$ cat src/rtl/reg_scan_reader_pkg.sv
// -----------------------------------------------------------------------------
// reg_scan_reader_pkg
// Shared definitions for the register scan reader: register-file geometry,
// the controller state encoding and the scan-order helper.
// -----------------------------------------------------------------------------
package reg_scan_reader_pkg;

    localparam int REG_ADDR_W = 5;
    localparam int REG_DATA_W = 32;
    localparam int REG_COUNT  = 32;

    typedef enum logic [1:0] {
        ST_IDLE,
        ST_FETCH,
        ST_OFFER,
        ST_DWELL
    } scan_state_t;

    // Next register in auto-scan order; the last register wraps to index 0.
    function automatic logic [REG_ADDR_W-1:0] next_index(input logic [REG_ADDR_W-1:0] idx);
        return (idx == REG_ADDR_W'(REG_COUNT - 1)) ? '0 : idx + 1'b1;
    endfunction

endpackage

$ cat src/rtl/reg_scan_reader_dwell_timer.sv
// -----------------------------------------------------------------------------
// dwell_timer
// Counts the cycles spent holding a displayed register value. The count is
// cleared by 'clear', advances while 'enable' is high and stops at DWELL-1,
// where 'done' is raised. Because it saturates it never wraps.
//
// Ports
//   clk    : clock, rising edge
//   reset  : synchronous, active-low
//   clear  : return the count to zero (takes priority over enable)
//   enable : advance the count by one per cycle
//   done   : high while the count sits at DWELL-1 (last dwell cycle)
// -----------------------------------------------------------------------------
module dwell_timer
    import reg_scan_reader_pkg::*;
#(
    parameter int unsigned DWELL = 25_000_000
) (
    input  logic clk,
    input  logic reset,
    input  logic clear,
    input  logic enable,
    output logic done
);

    localparam int unsigned CNT_W = $clog2(DWELL + 1);
    localparam logic [CNT_W-1:0] LAST = CNT_W'(DWELL - 1);

    logic [CNT_W-1:0] r_count;

    always_ff @(posedge clk) begin
        if (!reset) begin
            r_count <= '0;
        end else if (clear) begin
            r_count <= '0;
        end else if (enable && !done) begin
            r_count <= r_count + 1'b1;
        end
    end

    assign done = (r_count == LAST);

endmodule

$ cat src/rtl/reg_scan_reader.sv
// -----------------------------------------------------------------------------
// reg_scan_reader
// Reads one register at a time from a register file and offers its index and
// value to a display sink over a valid/ready handshake. After the sink accepts,
// the value is held for DWELL cycles before the next register is fetched,
// either the next one in order (auto-scan) or the one chosen on sw_sel.
//
// Ports
//   clk        : clock, rising edge
//   reset      : synchronous, active-low
//   scan_en    : 1 = auto-scan, 0 = manual selection via sw_sel
//   sw_sel     : manual register index
//   rf_addr    : register file read address (index being fetched)
//   rf_rdata   : combinational read data for rf_addr
//   disp_valid : offer to the display sink present
//   disp_ready : sink accepts the offer
//   disp_addr  : index of the offered register
//   disp_data  : captured value of the offered register
// -----------------------------------------------------------------------------
module reg_scan_reader
    import reg_scan_reader_pkg::*;
#(
    parameter int unsigned DWELL = 25_000_000
) (
    input  logic                  clk,
    input  logic                  reset,
    input  logic                  scan_en,
    input  logic [REG_ADDR_W-1:0] sw_sel,
    output logic [REG_ADDR_W-1:0] rf_addr,
    input  logic [REG_DATA_W-1:0] rf_rdata,
    output logic                  disp_valid,
    input  logic                  disp_ready,
    output logic [REG_ADDR_W-1:0] disp_addr,
    output logic [REG_DATA_W-1:0] disp_data
);

    scan_state_t           r_state;
    scan_state_t           w_state_nxt;
    logic [REG_ADDR_W-1:0] r_cur;
    logic [REG_ADDR_W-1:0] w_cur_nxt;
    logic                  r_valid;
    logic [REG_ADDR_W-1:0] r_addr;
    logic [REG_DATA_W-1:0] r_data;

    logic w_capture;
    logic w_handshake;
    logic w_abort;
    logic w_dwell_done;

    // The index register drives the read port directly, so the address is
    // already stable for the whole FETCH cycle.
    assign rf_addr    = r_cur;
    assign disp_valid = r_valid;
    assign disp_addr  = r_addr;
    assign disp_data  = r_data;

    // disp_ready only matters while an offer is outstanding.
    assign w_handshake = (r_state == ST_OFFER) && r_valid && disp_ready;

    // A manual selection that moves away from the register on display cuts
    // the dwell short so the new choice appears without waiting.
    assign w_abort = (r_state == ST_DWELL) && !scan_en && (sw_sel != r_cur);

    dwell_timer #(
        .DWELL (DWELL)
    ) u_dwell_timer (
        .clk    (clk),
        .reset  (reset),
        .clear  (w_handshake),
        .enable (r_state == ST_DWELL),
        .done   (w_dwell_done)
    );

    always_comb begin
        w_state_nxt = r_state;
        w_cur_nxt   = r_cur;
        w_capture   = 1'b0;
        case (r_state)
            ST_IDLE: begin
                // Only reached with reset released; cur is already 0.
                w_state_nxt = ST_FETCH;
            end
            ST_FETCH: begin
                w_capture   = 1'b1;
                w_state_nxt = ST_OFFER;
            end
            ST_OFFER: begin
                if (w_handshake) begin
                    w_state_nxt = ST_DWELL;
                end
            end
            ST_DWELL: begin
                if (w_abort) begin
                    w_cur_nxt   = sw_sel;
                    w_state_nxt = ST_FETCH;
                end else if (w_dwell_done) begin
                    w_cur_nxt   = scan_en ? next_index(r_cur) : sw_sel;
                    w_state_nxt = ST_FETCH;
                end
            end
            default: begin
                w_state_nxt = ST_IDLE;
            end
        endcase
    end

    always_ff @(posedge clk) begin
        if (!reset) begin
            r_state <= ST_IDLE;
            r_cur   <= '0;
        end else begin
            r_state <= w_state_nxt;
            r_cur   <= w_cur_nxt;
        end
    end

    // Offer registers: loaded at the end of FETCH, held through OFFER, and
    // valid drops on acceptance. Reset discards any pending offer.
    always_ff @(posedge clk) begin
        if (!reset) begin
            r_valid <= 1'b0;
            r_addr  <= '0;
            r_data  <= '0;
        end else if (w_capture) begin
            r_valid <= 1'b1;
            r_addr  <= r_cur;
            r_data  <= rf_rdata;
        end else if (w_handshake) begin
            r_valid <= 1'b0;
        end
    end

endmodule

$ cat config.mk
export PLATFORM = sky130hd
export DESIGN_NAME = reg_scan_reader
export DESIGN_NICKNAME = d
export VERILOG_FILES = /design/src/rtl/reg_scan_reader_pkg.sv /design/src/rtl/reg_scan_reader_dwell_timer.sv /design/src/rtl/reg_scan_reader.sv
export SDC_FILE = /design/constraint.sdc
export NUM_CORES = 1
export LEC_CHECK = 0
export ABC_AREA = 1
export CELL_PAD_IN_SITES_DETAIL_PLACEMENT = 0
export CELL_PAD_IN_SITES_GLOBAL_PLACEMENT = 1
export CORE_MARGIN = 3
export CORE_UTILIZATION = 37
export DETAILED_ROUTE_END_ITERATION = 6
export HOLD_SLACK_MARGIN = 0.02
export PLACE_DENSITY_LB_ADDON = 0.1
export SKIP_CTS_REPAIR_TIMING = 1
export SYNTH_ARGS = -nofsm -noshare
export SYNTH_HDL_FRONTEND = slang
export SYNTH_SLANG_ARGS = --single-unit
$ cat constraint.sdc
create_clock -name clk -period 3.83 [get_ports clk]
set_input_delay 0.766 -clock clk [delete_from_list [all_inputs] [get_ports clk]]
set_output_delay 0.766 -clock clk [all_outputs]
set_load 0.02 [all_outputs]
==> results of run 1 <==
synthesized netlist by cell type, types with 2 or more instances:
master,count,area [sq um]
nand3_2,2,20.0
nand4_1,2,12.5
dfxtp_1,70,1400
nand2_1,124,465
buf_1,3,11.3
o21ai_0,42,210
nand3_1,20,100
buf_6,2,22.5
clkbuf_1,9,33.8
buf_2,3,15.0
nor2_4,3,33.8
nand2_2,2,12.5
ha_1,7,87.6
nor2_1,117,439
inv_1,34,128
xor2_1,12,105
xnor2_1,4,35.0
nand3b_1,5,37.5
a21oi_1,35,175
a22o_1,2,17.5
metal layers:
| layer | up-vias | track usage [%] | wire length, um | share of wire (%) |
|---|---|---|---|---|
| li1 | 1756 | - | - | - |
| met1 | 1541 | 22.5 | 4070 | 46 |
| met2 | 73 | 29.8 | 4160 | 47 |
| met3 | 6 | 8.12 | 616 | 6.9 |
| met4 | 0 | 4.94 | 68 | 0.76 |
| met5 | - | 0 | 0 | 0 |
per-stage QoR:
step           instances  hold WS [ns]  worst slack [ns]
4_1_cts              697         0.497              1.55
2_1_floorplan        504         0.457              2.18
5_1_grt              697         0.520              1.49
6_report             697         0.491              1.59
3_3_place_gp         681         0.474              1.33
3_5_place_dp         681         0.481              1.29
flip-flops by register name (all words and copies together) (netlist names):
register               flops
u_dwell_timer.r_count     25
disp_addr                  5
disp_data                 32
disp_valid                 1
r_state                    2
rf_addr                    5
cells by family after synthesis:
group | count (synthesis) | synth area share, %
adder cells (fa/ha/maj) | 7 | 2.58
flip-flops | 70 | 41.2
AO/OA/AOI/OAI | 81 | 12.3
buffers and inverters | 52 | 6.33
AND/OR/NAND/NOR | 278 | 33.5
XOR/XNOR | 16 | 4.12
power breakdown:
part | switching, uW | leakage (uW) | internal (uW) | total, uW
Combinational | 514 | 0.00109 | 380 | 895
Sequential | 83.8 | 0.000572 | 882 | 965
Clock | 314 | 0.0000943 | 263 | 577
layout make-up:
type | instances | share of cell area (%)
timing repair buffer | 86 | 19.0
clock inverter | 6 | 1.14
tap | 108 | 3.01
multi-input combinational | 382 | 39.7
inverter | 35 | 2.95
clock buffer | 10 | 3.06
sequential | 70 | 31.2
final timing paths:
check | cells after the start | endpoint | from
hold reg to reg | 2 | u_dwell_timer.r_count[24]$_SDFFE_PP0P_ | u_dwell_timer.r_count[24]$_SDFFE_PP0P_
setup reg to reg | 11 | r_state[0]$_SDFFE_PN0P_ | u_dwell_timer.r_count[0]$_SDFFE_PP0P_
hold / removal | 2 | u_dwell_timer.r_count[24]$_SDFFE_PP0P_ | u_dwell_timer.r_count[24]$_SDFFE_PP0P_
setup / recovery | 1 | rf_addr[1] | rf_addr[1]$_SDFFE_PN0P_
==> summary.md, run 1 <==
| Metric | Value |
|---|---|
| Setup TNS | `0 ns` |
| Starting Density | `38.6%` |
| Max_cap viols | `0` |
| Area of the multi-input gates | `1780 sq um` |
| Num CTS Buffers | `9` |
| Routed Antenna Nets | `0` |
| Highest-count cells in the layout ignoring fill and taps | `nand2_1 (124), nor2_1 (117), clkdlybuf4s50_1 (83), dfxtp_1 (70), o21ai_0 (42)` |
| Num rows | `34` |
| Vias in the first global route | `3297` |
| Largest net degree at the start of global routing | `44` |
| Peak VDD IR | `0.332 mV` |
| Port buffer count | `83` |
| Final WL | `8920 um` |
| Yosys cell types | `26` |
| Gpl congestion | `between 0.8 and 0.9` |
| Layout cell share with drive strength beyond 1 | `4.92%` |
| Setup-failing EPs final | `0` |
| Post-Syn Instances | `504` |
| RSZ-0062 raised after global routing | `false` |
| Main flop type after synthesis | `dfxtp_1` |
| Die height | `102 um` |
| P&R area growth vs syn | `32.2%` |
| Commonest non-fill, non-tap cell in the layout | `nand2_1` |
| R2R Setup Slk | `1.82 ns` |
| Yosys reg bits | `70` |
| Skew-Pair Late Insertion Delay | `0.35 ns` |
| Util after Layout | `51.0%` |
| Final Cell Area | `4490 sq um` |
| Post-DP Area | `4310 sq um` |
| First-pass GRT wire length | `15200 um` |
| Root buffer cell | `clkbuf_8` |
| Maximum fanout along the worst path | `6` |
| Clk_skew | `0.0144 ns` |
| TritonRoute pass-1 iters | `4` |
| Rel. slew slack | `33.2%` |
| Min cycle time layout | `around 2.2 ns` |
| Die X | `102 um` |
| Mapped Area | `3400 sq um` |
| Io pins | `84` |
| N_diodes | `0` |
| Crit path DAT | `between 1 and 1.5 ns` |
| Fillers | `between 800 and 900` |
| Overall power | `2440 uW` |
| Power Dens Cells | `542 nW/um^2` |
| Worst slew pin tran | `1.00 ns` |
| Slowest CP cell | `clkdlybuf4s50_1` |
| Final hold violations | `0` |
| Initial antenna violation count | `0` |
| Max H-tree Level | `3` |
| Worst setup EP type | `output pin` |
| Net Count, Synth | `between 500 and 600` |
| Worst-path clk slew | `approximately 0.08 ns` |
| Die area | `10400 sq um` |
| Leakage power | `0.00176 uW` |
| Worst path top cell family by delay | `buffers and inverters` |
| Sequential area share after synthesis | `41.2%` |
| Crit-path max cell delay | `0.66 ns` |
| CTS tree | `done` |
| Status | `complete, no violations` |
| Achievable frequency | `0.445 GHz` |
| 1st-iter DRT viols | `129` |
| Critical Path RT | `3.06 ns` |
| Crit share post-route | `58.6%` |
| Setup Crit Path Kind | `flop to output pin` |
| DRC | `0` |
| CTS Buffer Depth | `2` |
| CP startpoint kind | `flop` |
| Synth Area per Inst | `approximately 6.7 sq um` |
| Total area of sequential cells | `1400 sq um` |
| Final nets | `632` |
| EDFF count, synth | `0` |
| Total number of vias | `3376` |
| Synthesis warning total | `0` |
| Asr flop ratio synth | `0%` |
| Worst hold-check path type | `flop to flop` |
| Vias per std cell | `4.84` |
| Gr usage total | `between 10% and 20%` |
| Grt total ovfl | `0` |
| Routed len/inst | `around 13 um` |
| Core box area | `8810 sq um` |
| CTS Sinks | `70` |
| Detail Placement HPWL | `6310 um` |
| CP Cell Sequence | `clkdlybuf4s50_1` |
| Final Max Tran Viols | `0` |
| Critical path buffer and inverter count | `1` |
Power figures use the tool's default switching activity.
==> run 2: changes to the inputs <==
--- a/config.mk
+++ b/config.mk
@@ -9,7 +9,7 @@
 export CELL_PAD_IN_SITES_DETAIL_PLACEMENT = 0
 export CELL_PAD_IN_SITES_GLOBAL_PLACEMENT = 1
 export CORE_MARGIN = 3
-export CORE_UTILIZATION = 37
+export CORE_UTILIZATION = 31
 export DETAILED_ROUTE_END_ITERATION = 6
 export HOLD_SLACK_MARGIN = 0.02
 export PLACE_DENSITY_LB_ADDON = 0.1
==> constraint.sdc (replaced) <==
create_clock -name clk -period 1.85 [get_ports clk]
set_input_delay 0.37 -clock clk [delete_from_list [all_inputs] [get_ports clk]]
set_output_delay 0.37 -clock clk [all_outputs]
set_load 0.02 [all_outputs]
==> run 2 against run 1 <==
Sequential power is 110% higher. Critical endpoint is now rf_addr[3]. Register-to-register slack worse by 1.7 ns. Global-route usage is 2.4 points lower. Sequential share of layout area shrank 1.2 points. Count of clock-buffer cells in the layout shrank 1. First-iteration DRC count up 12%. Cell area increased by 4.1%. Wire length up 8.4%. Combinational power grew 120%. Power up 120%. Sequential cell count did not move.
==> summary.md, run 2 (synthesized netlist as in run 1, its figures left out) <==
| Metric | Value |
|---|---|
| Routed Antenna Nets | `0 (unchanged)` |
| Maximum fanout along the worst path | `4 (-2)` |
| Io pins | `84 (unchanged)` |
| DR WL met3 | `719 um (+17%)` |
| Vias in the first global route | `3430 (+4.0%)` |
| Util after Layout | `44.5% (-6.5 points)` |
| N_diodes | `0 (unchanged)` |
| Max reg flops | `32 (unchanged)` |
| Root buffer cell | `clkbuf_8` |
| Status | `complete, no violations` |
| Crit path DAT | `1.39 ns (-0.09 ns)` |
| Vias per std cell | `4.60 (-5.1%)` |
| Port buffer count | `83 (unchanged)` |
| Num CTS Buffers | `9 (unchanged)` |
| 1st-iter DRT viols | `145 (+12%)` |
| Final WL | `9670 um (+8.4%)` |
| Fillers | `1096 (+27%)` |
| Total number of vias | `3387 (+0.33%)` |
| CTS tree | `done` |
| Setup Crit Path Kind | `flop to output pin` |
| Overall power | `5300 uW (+120%)` |
| Max H-tree Level | `3 (unchanged)` |
| Setup-failing EPs final | `0 (unchanged)` |
| CP startpoint kind | `flop` |
| Layout cell share with drive strength beyond 1 | `6.99% (+2.1 points)` |
| Critical path buffer and inverter count | `1 (unchanged)` |
| Achievable frequency | `0.568 GHz` |
| Area of the multi-input gates | `1780 sq um (unchanged)` |
| Leakage power | `0.00189 uW (+7.2%)` |
| Peak VDD IR | `0.633 mV (+91%)` |
| Detail Placement HPWL | `6890 um (+9.3%)` |
| Die height | `111 um (+8.7%)` |
| P&R area growth vs syn | `37.7%` |
| Max layer used | `met4` |
| Worst-path clk slew | `0.08 ns (about the same)` |
| Met1 Wirelength | `4360 um (+7.0%)` |
| CP Cell Sequence | `clkdlybuf4s50_1` |
| Slowest CP cell | `clkdlybuf4s50_1` |
| First-pass GRT wire length | `16100 um (+5.7%)` |
| Worst setup EP type | `output pin` |
| Worst path top cell family by delay | `buffers and inverters` |
| Core box area | `10500 sq um (+19%)` |
| Power Dens Cells | `1130 nW/um^2 (+110%)` |
| Worst hold-check path type | `flop to flop` |
| Largest net degree at the start of global routing | `44 (unchanged)` |
| Routed met2 length | `4450 um (+6.9%)` |
| Gpl congestion | `0.804 (-10%)` |
| Max_cap viols | `0 (unchanged)` |
| Total area of sequential cells | `1400 sq um (about the same)` |
| Initial antenna violation count | `0 (unchanged)` |
| Min cycle time layout | `1.76 ns` |
| Worst slew pin tran | `0.354 ns (-0.647 ns)` |
| TritonRoute pass-1 iters | `4 (unchanged)` |
| Die area | `12300 sq um (+18%)` |
| Routed len/inst | `13.1 um (+2.5%)` |
| Grt total ovfl | `0 (unchanged)` |
| Pre-CTS setup slack | `-0.0313 ns (-1.33 ns)` |
| Crit share post-route | `95.2%` |
| Final nets | `645 (+2.1%)` |
| CTS Buffer Depth | `2 (unchanged)` |
| DRC | `0 (unchanged)` |
| Final hold violations | `0 (unchanged)` |
| CTS Sinks | `70 (unchanged)` |
| Critical Path RT | `1.48 ns (-1.58 ns)` |
| Die X | `111 um (+8.7%)` |
| RSZ-0062 raised after global routing | `false` |
| PnR worst setup slack | `0.0884 ns (-1.50 ns)` |
| Gr usage total | `16.0% (-2.4 points)` |
| Skew-Pair Late Insertion Delay | `0.36 ns (about the same)` |
| Starting Density | `32.3% (-6.3 points)` |
| Rel. slew slack | `76.4% (+43 points)` |
| Highest-count cells in the layout ignoring fill and taps | `nand2_1 (124), nor2_1 (117), clkdlybuf4s50_1 (81), dfxtp_1 (69), o21ai_0 (42)` |
| Crit-path max cell delay | `0.63 ns (-0.03 ns)` |
| Final Max Tran Viols | `0 (unchanged)` |
| Clk_skew | `0.00719 ns (-0.00718 ns)` |
| Commonest non-fill, non-tap cell in the layout | `nand2_1` |
| Num rows | `37 (+8.8%)` |
run 2: cell types whose count changed in the layout (fill, tap and decap cells not counted), sizes merged:
cell and delta:
clkdlybuf4s50 -2, clkinv +1, buf +13, dlymetal6s2s +2
bufinv +2, clkbuf -1, inv -3
run 2: layout make-up:
class                      count  area share [%]
clock buffer                   9            2.65
multi-input combinational    382            38.1
clock inverter                 6            1.84
inverter                      35            2.83
tap                          136            3.64
timing repair buffer          99            21.0
sequential                    70            30.0
run 2: power breakdown:
part           switching (uW)  internal [uW]  leakage (uW)
clock network             626            751      0.000105
logic                    1100            832       0.00121
registers                 171           1830      0.000573
run 2: final timing paths:
| path | cells past startpoint | slack (ns) | from | endpoint |
|---|---|---|---|---|
| worst max-delay path | 1 | 0.09 | rf_addr[3]$_SDFFE_PN0P_ | rf_addr[3] |
| worst min-delay path | 2 | 0.50 | disp_data[2]$_SDFFE_PN0P_ | disp_data[2]$_SDFFE_PN0P_ |
| worst min register to register | 2 | 0.50 | disp_data[2]$_SDFFE_PN0P_ | disp_data[2]$_SDFFE_PN0P_ |
| worst max register to register | 10 | 0.13 | rf_addr[0]$_SDFFE_PN0P_ | rf_addr[2]$_SDFFE_PN0P_ |
run 2: layer usage:
metal,global-route usage [%],vias up
met4,5.25,0
li1,-,1781
met3,6.93,12
met1,18.5,1523
met5,0,-
met2,26.7,71
run 2: metrics by stage:
step	hold slack [ns]	cell area (sq um)	setup TNS, ns	std cells
finish	0.502	4680	0	737
CTS	0.509	4670	-0.00868	737
detailed placement	0.485	4460	-0.0873	722
global placement	0.470	4460	0	722
global route	0.529	4680	0	737
floorplan	0.457	3400	0	504
